===== src/rtl/intra_mode_selector.sv =====
`default_nettype none
// +--------------------------------------------------------------------------+
// | intra_mode_selector: streaming per-mode SAD with MPM penalty and a       |
// | sequential lowest-cost mode search.                  Revision: 1.0       |
// +--------------------------------------------------------------------------+
module intra_mode_selector #(
  parameter int NUM_MODES      = 9,
  parameter int MODE_BITS      = 4,
  parameter int BLOCK_PIXELS   = 16,
  parameter int LANES          = 4,
  parameter int RES_WIDTH      = 9,
  parameter int SAD_WIDTH      = 16,
  parameter int MB_NUMBER_BITS = 12
) (
  input  logic                                   clk,
  input  logic                                   reset,
  input  logic                                   in_valid,
  output logic                                   in_ready,
  input  logic [NUM_MODES*LANES*RES_WIDTH-1:0]   in_res,
  input  logic [NUM_MODES-1:0]                   in_mode_mask,
  input  logic [MODE_BITS-1:0]                   in_pred_mode,
  input  logic [MB_NUMBER_BITS:0]                in_mbnumber,
  input  logic [SAD_WIDTH-1:0]                   cfg_penalty,
  output logic                                   out_valid,
  input  logic                                   out_ready,
  output logic [MODE_BITS-1:0]                   out_mode,
  output logic [SAD_WIDTH-1:0]                   out_sad,
  output logic [MB_NUMBER_BITS:0]                out_mbnumber,
  output logic                                   out_none
);

  localparam int BEATS = BLOCK_PIXELS / LANES;
  localparam int CNT_W = (BEATS > 1) ? $clog2(BEATS) : 1;
  localparam int SUM_W = RES_WIDTH + $clog2(LANES) + 1;
  localparam int EXT_W = ((SUM_W > SAD_WIDTH) ? SUM_W : SAD_WIDTH) + 1;
  localparam logic [SAD_WIDTH-1:0] SAD_MAX   = '1;
  localparam logic [CNT_W-1:0]     LAST_BEAT = CNT_W'(BEATS - 1);
  localparam logic [MODE_BITS-1:0] LAST_MODE = MODE_BITS'(NUM_MODES - 1);

  typedef enum logic [1:0] {ST_ACCUM, ST_COMPARE, ST_OUTPUT} state_t;

  state_t                              state_q, state_d;
  logic [CNT_W-1:0]                    cnt_q;
  logic [SAD_WIDTH-1:0]                acc_q [NUM_MODES];
  logic [NUM_MODES-1:0][SAD_WIDTH-1:0] acc_next;
  logic [NUM_MODES-1:0]                mask_q;
  logic [MODE_BITS-1:0]                pred_q, idx_q, best_mode_q;
  logic [SAD_WIDTH-1:0]                pen_q, best_cost_q;
  logic [MB_NUMBER_BITS:0]             mb_q;
  logic                                found_q;
  logic                                out_valid_q, out_none_q;
  logic [MODE_BITS-1:0]                out_mode_q;
  logic [SAD_WIDTH-1:0]                out_sad_q;
  logic [MB_NUMBER_BITS:0]             out_mb_q;

  logic                 accept, first_beat, last_beat, better;
  logic [SAD_WIDTH-1:0] pen_eff, cost;
  logic [SAD_WIDTH:0]   cost_ext;

  // Two's-complement magnitude; the most negative code maps to 2^(RES_WIDTH-1) unsigned.
  function automatic logic [RES_WIDTH-1:0] abs_res(input logic [RES_WIDTH-1:0] r);
    return r[RES_WIDTH-1] ? (~r + RES_WIDTH'(1)) : r;
  endfunction

  assign accept     = in_valid && (state_q == ST_ACCUM);
  assign first_beat = (cnt_q == '0);
  assign last_beat  = (cnt_q == LAST_BEAT);

  for (genvar g = 0; g < NUM_MODES; g++) begin : g_mode
    logic [SUM_W-1:0] beat_sum;
    logic [EXT_W-1:0] sum_ext;
    always_comb begin
      beat_sum = '0;
      for (int l = 0; l < LANES; l++)
        beat_sum = beat_sum + SUM_W'(abs_res(in_res[(g*LANES+l)*RES_WIDTH +: RES_WIDTH]));
      sum_ext = EXT_W'(beat_sum) + (first_beat ? '0 : EXT_W'(acc_q[g]));
    end
    assign acc_next[g] = (sum_ext > EXT_W'(SAD_MAX)) ? SAD_MAX : sum_ext[SAD_WIDTH-1:0];
  end

  always_comb begin
    pen_eff  = (idx_q == pred_q) ? '0 : pen_q;
    cost_ext = {1'b0, acc_q[idx_q]} + {1'b0, pen_eff};
    cost     = cost_ext[SAD_WIDTH] ? SAD_MAX : cost_ext[SAD_WIDTH-1:0];
    better   = mask_q[idx_q] && (!found_q || (cost < best_cost_q));
  end

  always_comb begin
    state_d  = state_q;
    in_ready = 1'b0;
    case (state_q)
      ST_ACCUM: begin
        in_ready = 1'b1;
        if (accept && last_beat) state_d = ST_COMPARE;
      end
      ST_COMPARE: if (idx_q == LAST_MODE) state_d = ST_OUTPUT;
      ST_OUTPUT:  if (out_valid_q && out_ready) state_d = ST_ACCUM;
      default:    state_d = ST_ACCUM;
    endcase
  end

  always_ff @(posedge clk or posedge reset) begin
    if (reset) begin
      state_q     <= ST_ACCUM;
      cnt_q       <= '0;
      for (int m = 0; m < NUM_MODES; m++) acc_q[m] <= '0;
      mask_q      <= '0;
      pred_q      <= '0;
      pen_q       <= '0;
      mb_q        <= '0;
      idx_q       <= '0;
      found_q     <= 1'b0;
      best_cost_q <= '0;
      best_mode_q <= '0;
      out_valid_q <= 1'b0;
      out_none_q  <= 1'b0;
      out_mode_q  <= '0;
      out_sad_q   <= '0;
      out_mb_q    <= '0;
    end else begin
      state_q <= state_d;
      case (state_q)
        ST_ACCUM: if (accept) begin
          for (int m = 0; m < NUM_MODES; m++) acc_q[m] <= acc_next[m];
          if (first_beat) begin
            mask_q <= in_mode_mask;
            pred_q <= in_pred_mode;
            pen_q  <= cfg_penalty;
            mb_q   <= in_mbnumber;
          end
          if (last_beat) begin
            cnt_q   <= '0;
            idx_q   <= '0;
            found_q <= 1'b0;
          end else begin
            cnt_q <= cnt_q + CNT_W'(1);
          end
        end
        ST_COMPARE: begin
          if (better) begin
            found_q     <= 1'b1;
            best_cost_q <= cost;
            best_mode_q <= idx_q;
          end
          idx_q <= idx_q + MODE_BITS'(1);
        end
        ST_OUTPUT: begin
          // First OUTPUT cycle publishes the result; afterwards hold until accepted.
          if (!out_valid_q) begin
            out_valid_q <= 1'b1;
            out_none_q  <= !found_q;
            out_mode_q  <= found_q ? best_mode_q : '0;
            out_sad_q   <= found_q ? best_cost_q : SAD_MAX;
            out_mb_q    <= mb_q;
          end else if (out_ready) begin
            out_valid_q <= 1'b0;
          end
        end
        default: ;
      endcase
    end
  end

  assign out_valid    = out_valid_q;
  assign out_none     = out_none_q;
  assign out_mode     = out_mode_q;
  assign out_sad      = out_sad_q;
  assign out_mbnumber = out_mb_q;

endmodule
`default_nettype wire


===== config.mk =====
export PLATFORM = sky130hd
export DESIGN_NAME = intra_mode_selector
export DESIGN_NICKNAME = d
export VERILOG_FILES = /design/src/rtl/intra_mode_selector.sv
export SDC_FILE = /design/constraint.sdc
export NUM_CORES = 2
export LEC_CHECK = 0
export CORE_ASPECT_RATIO = 1.75
export CORE_MARGIN = 5
export CORE_UTILIZATION = 57
export CTS_CLUSTER_DIAMETER = 40
export DETAILED_ROUTE_END_ITERATION = 12
export GPL_TIMING_DRIVEN = 1
export PLACE_DENSITY = 0.81
export REMOVE_ABC_BUFFERS = 1
export SETUP_SLACK_MARGIN = 0.02
export SLEW_MARGIN = 15
export SYNTH_ARGS = -nofsm -noshare
export SYNTH_HDL_FRONTEND = slang
export SYNTH_SLANG_ARGS = --single-unit

===== constraint.sdc =====
create_clock -name clk -period 10.35 [get_ports clk]
set_clock_uncertainty 0.05 [all_clocks]
set_input_delay 2.5875 -clock clk [delete_from_list [all_inputs] [get_ports clk]]
set_output_delay 2.5875 -clock clk [all_outputs]
set_load 0.05 [all_outputs]

* Yosys cells after proc, flatten, opt, wreduce, memory -nomap -nowiden
Index checks and enable logic that the tools add are counted.
** Word-level totals
- Flip-flop bits (word level) :: 250
- Input port bits :: 370
- Output and inout port bits :: 36
- Logic and storage cells :: 254
** Cells by class
- $add $sub $neg :: 75
- Magnitude comparators :: 12
- Eq/ne operators :: 11
- Muxes and demuxes :: 78
- Bitwise operators :: 38
- Reductions and logical operators :: 16
** Operators by type and width (number)
- 2-to-1 mux 16 bit :: 23
- adder 9 x 1 -> 9 bit, second input constant :: 36
- 2-to-1 mux 9 bit :: 36
- inverter 9 bit :: 36
- adder 12 x 16 -> 17 bit :: 9
- > comparator 17 x 16 -> 1 bit, second input constant :: 9
- adder 11 x 9 -> 12 bit :: 9
- adder 10 x 9 -> 11 bit :: 9
- adder 9 x 9 -> 10 bit :: 9
- binary-select mux 16 bit (select 4 bit) :: 1
- adder 16 x 16 -> 17 bit :: 1
- less-than comparator 16 bit :: 1
- 2-to-1 mux 4 bit :: 3
- inequality test 2 bit, second input constant :: 5
- AND reduction 3 bit :: 3
- 2-to-1 mux 2 bit :: 4
- case mux 4 bit (2 select lines) :: 1
- 2-to-1 mux 1 bit :: 7
- case mux 2 bit (3 select lines) :: 1
- AND reduction 2 bit :: 3
- greater-or-equal comparator 5 bit, second input constant :: 1
- less-than comparator 4 x 5 -> 1 bit, second input constant :: 1
- inverter 4 -> 5 bit :: 1
- adder 4 x 1 -> 4 bit, second input constant :: 1
- 15 further kinds :: 20

* Longest topological paths before layout
- Depth after elaboration :: 11
- Gate-level depth with buffers :: 22
- Depth with buffers taken out :: 18

* Worst setup path before layout
Ideal clock, no wire load.
- Path type :: input-to-reg
- From :: input in_res[19]
- To :: register acc_q[128] in the netlist's numbering
- Setup time :: 0.065 ns
- Arrival :: 6.900 ns
- Data required time :: 10.235 ns
- Slack :: 3.334 ns
- Stages :: 17
- Path buffers :: 1
- Cell sequence :: inv_1 > ha_1 > nand2_1 > or3_1 > nor4b_1 > fa_1 > fa_1 > inv_1 > fa_1 > inv_1 > ha_1 > o2111a_1 > a2111oi_2 > o41ai_2 > a41o_1 > buf_2 > o22a_1
** Between the ends
- Word-level cells in the longest chain between the ends :: 8
** Ends and longest elaborated chain
- start, declared :: RTL line 19 : input logic [NUM_MODES*LANES*RES_WIDTH-1:0] in_res,
- inverter 9 bit :: RTL line 62 : return r[RES_WIDTH-1] ? (~r + RES_WIDTH'(1)) : r;
- adder 9 x 1 -> 9 bit :: RTL line 62
- 2-to-1 mux 9 bit (*) :: RTL line 62
- adder 10 x 9 -> 11 bit (*) :: RTL line 75 : beat_sum = beat_sum + SUM_W'(abs_res(in_res[(g*LANES+l)*RES_WIDTH +: RES_WIDTH]));
- adder 11 x 9 -> 12 bit (*) :: RTL line 75
- adder 12 x 16 -> 17 bit (*) :: RTL line 76 : sum_ext = EXT_W'(beat_sum) + (first_beat ? '0 : EXT_W'(acc_q[g]));
- > comparator 17 x 16 -> 1 bit (*) :: RTL line 78 : assign acc_next[g] = (sum_ext > EXT_W'(SAD_MAX)) ? SAD_MAX : sum_ext[SAD_WIDTH-1:0];
- 2-to-1 mux 16 bit (*) :: RTL line 78
- end, declared :: RTL line 44 : logic [SAD_WIDTH-1:0] acc_q [NUM_MODES];
Mark *: on every way between the ends. The rest lies on a longest branch, timed or not.
A chain may end at the register's enable or synchronous reset.

* Final worst setup path
- From :: input in_res[18]
- To :: register acc_q[129] in the netlist's numbering
** Between the ends
- Word-level cells in the longest chain between the ends :: 8
** Ends and longest elaborated chain (RTL line)
- inverter 9 bit :: 62
- adder 9 x 1 -> 9 bit :: 62
- 2-to-1 mux 9 bit (*) :: 62
- adder 10 x 9 -> 11 bit (*) :: 75
- adder 11 x 9 -> 12 bit (*) :: 75
- adder 12 x 16 -> 17 bit (*) :: 76
- > comparator 17 x 16 -> 1 bit :: 78
- 2-to-1 mux 16 bit (*) :: 78
Marks and branches as above.

==> metrics.md <==
| Metric | Value |
|---|---|
| # IOs | 406 |
| Ys Warns | 0 |
| Place WS | 2.21 ns |
| DR WL met2 | 43.8 mm |
| Final nets | 4447 |
| Utilization after layout | 69.2% |
| Area fraction in compound gates after synthesis | 15.3% |
| Synthesized cell area | 28700 um^2 |
| FFs w/ async S/R, synth | 100% |
| Final worst path period need | 7.62 ns |
| Initial antenna violation count | 0 |
| Relative slew margins | 27.1% |
| GR Overflow Total | 0 |
| Slowest CP cell | o41ai_2 |
| Comb power frac | 76.3% |
| Vias in the first global route | 26200 |
| CTS buffer count | 31 |
| Synth Area in Simple Gates | 16.7% |
| Largest net degree at the start of global routing | 105 |
| Final slew viol count | 0 |
| Die width | 180 um |
| Setup violations, final | 0 |
| Register-to-Register Path Depth | 18 |
| DRC | 0 |
| Post-Synth XOR/XNOR Area | 9.06% |
| ANT nets after route | 0 |
| DR vias | 24800 |
| Layout area overhead | 19.9% |
| WL per Instance | 18.2 um |
| Most common cell after layout, fill and taps aside | nand2_1 |
| DR vias/cell | 5.76 |
| GRT Total Usage | 28.1% |
| Delay-heaviest family, CP | adder cells |
| Crit-path cells | clkdlybuf4s50_1, inv_1, ha_1, nand2_1, or3_1, nor4b_1, fa_1, fa_1, inv_1, fa_1, inv_1, ha_1, o2111a_1, a2111oi_2, o41ai_2, a41o_1, o22a_1 |
| Flop pwr share | 14.8% |
| Clock buffer depth | 3 |
| Pre-antenna DRT Iters | 5 |
| Diodes inserted | 0 |
| Hold Crit Start | mb_q[11]$_DFFE_PP0P_ |
| Worst hold stages | 2 |
| Stages on the worst setup path | 17 |
| Metal-1 WL | 27.7 mm |
| Worst Path Max Fanout | 14 |
| Critical path type | in2reg |
| Worst hold path class | reg2reg |
| Crit path from | in_res[18] |
| Row count | 108 |
| Die height | 307 um |
| Status | finished clean |
| Post-CTS Hold Buffers | 0 |
| Post-CTS Resized | 0 |
| Global-route wire length before repair | 129 mm |
| Syn_area_per_cell | 8.77 um^2 |
| Routability cong. | 0.945 |
| Slew @ Worst Pin | 1.09 ns |
| Crit path capture type | register |
| Worst-case hold slack | 0.413 ns |
| CTS clk-pin slew, worst paths | 0.06 ns |
| Core area | 49700 um^2 |
| Final HPWL DP | 64.7 mm |
| Net Switching | 6.43 mW |
| Final Hold Fails | 0 |
| RSZ-0062 raised after global routing | false |
| Seq cells post-synth | 250 |
| Die ar. | 55100 um^2 |
| Pwr Density | 367 nW/um^2 |
| Req. time, crit path | 10.81 ns |
| Clock group share of total power | 9.0% |
| Crit path arrival time | 8.08 ns |
| Routed wl met3 | 2.95 mm |
| Peak Freq | 131 MHz |
| Most frequent cells in the layout | nand2_1 (447), inv_1 (412), clkdlybuf4s50_1 (405) |
| Layout cells sized above 1 | 3.89% |
| Worst path bufs/invs | 4 |
| Largest family of logic cells by synthesized area | adder cells |
| Worst vdd ir | 0.172 mV |
| Post-synthesis cell count | 3275 |
| PortBufs | 405 |
| Worst setup SP type | primary input |
| DR iter-0 viols | 1217 |
| Final Cycle Share | 73.6% |
| Uppermost routed layer | met4 |
| Clk Latency, worst-skew pair | 0.58 ns |
| R2r startpoint | idx_q[0]$_DFFE_PP0P_ |
| MaxCap Viol Count | 0 |
| Mux contribution to synthesized area | 4.49% |
| Number of distinct library cells after synthesis | 79 |
| Critical path's largest stage delay | 0.63 ns |
| Synth Area in Adders | 25.8% |
| Switching Fraction | 51.0% |
| Internal power | 6.19 mW |
| EDFF count, synth | 0 |
| Worst setup margin | 2.73 ns |
| TritonCTS clock tree | yes |
| CTS Root Cell | clkbuf_16 |
| H-tree depth | 1 |
| CTS sink count | 250 |
| Post-synth top flop | dfrtp_1 |
| Initial Utilization | 57.7% |
| # Post-CTS Setup Buffers | 0 |
| Sequential area share after synthesis | 21.8% |
| Total length of routed wires | 78.4 mm |
| Post-route setup TNS | 0 ns |
| Leak pwr | 15.7 nW |
==> registers in the layout, indices dropped and copies added, names as in the netlist, 9 cells and up <==
signal and cells:
mask_q 9, acc_q 144, out_mbnumber 13, out_sad 16
mb_q 13, pen_q 16, best_cost_q 16
==> logic make-up after synthesis <==
logic type / count (synthesis)
multiplexers: 84
flip-flops: 250
adder cells (fa/ha/maj): 450
AO/OA/AOI/OAI: 668
XOR/XNOR: 297
buffers and inverters: 519
AND/OR/NAND/NOR: 1007
==> power by group through the flow <==
stage	Sequential [mW]	Combinational (mW)	Clock (mW)
finish	1.86	9.62	1.13
global route	1.91	10.8	1.18
CTS	1.86	9.62	1.14
detailed placement	1.87	9.53	0
global placement	1.85	9.26	0
floorplan	1.92	7.09	0
==> final cells by class <==
cell class | count | area [um^2]
Sequential cell | 250 | 6260
Clock buffer | 34 | 817
Fill cell | 4144 | 15300
Multi-Input combinational cell | 2506 | 20500
Clock inverter | 23 | 260
Inverter | 414 | 1560
Tap cell | 660 | 826
Timing Repair Buffer | 424 | 4200
==> through the flow <==
step           instances  cell area [um^2]  total power [mW]
6_report            4311             34400              12.6
4_1_cts             4311             34400              12.6
3_3_place_gp        4254             33300              11.1
3_5_place_dp        4254             33300              11.4
2_1_floorplan       3170             28300              9.00
5_1_grt             4311             34400              13.9
==> synth_stat cells (43+ instances only) <==
cell	n	area, um^2
o31ai_1	56	420
nor2b_1	64	400
dfrtp_1	250	6260
a21o_1	43	323
a21oi_1	147	736
xnor2_1	233	2040
nor2_1	176	661
or3_1	43	269
fa_1	235	4700
ha_1	215	2690
clkbuf_1	86	323
o21ai_0	166	831
nand2b_1	63	394
nand2_1	447	1680
nor3_1	43	215
inv_1	413	1550
o22a_1	49	429
xor2_1	64	561
==> worst paths after layout <==
path | end | slack, ns
setup / recovery | acc_q[129]$_DFFE_PP0P_ | 2.73
setup reg to reg | best_cost_q[4]$_DFFE_PP0P_ | 3.17
hold reg to reg | out_mbnumber[11]$_DFFE_PP0P_ | 0.41
max in group asynchronous | acc_q[32]$_DFFE_PP0P_ | 6.28
hold / removal | out_mbnumber[11]$_DFFE_PP0P_ | 0.41
min in group asynchronous | out_mbnumber[2]$_DFFE_PP0P_ | 2.47
==> metal layers <==
layer / up-vias / track usage, %
met2: 713 / 55.5
met3: 226 / 2.59
li1: 11800 / -
met5: - / 0
met1: 12100 / 29.9
met4: 0 / 12.7
==> tightest hold or removal path, cell delays in order (launching register included) <==
cell,delay (ns)
dfrtp_1,0.34
nand2_1,0.05
nand2_1,0.05
No activity file was read; power rests on OpenSTA's default activity.
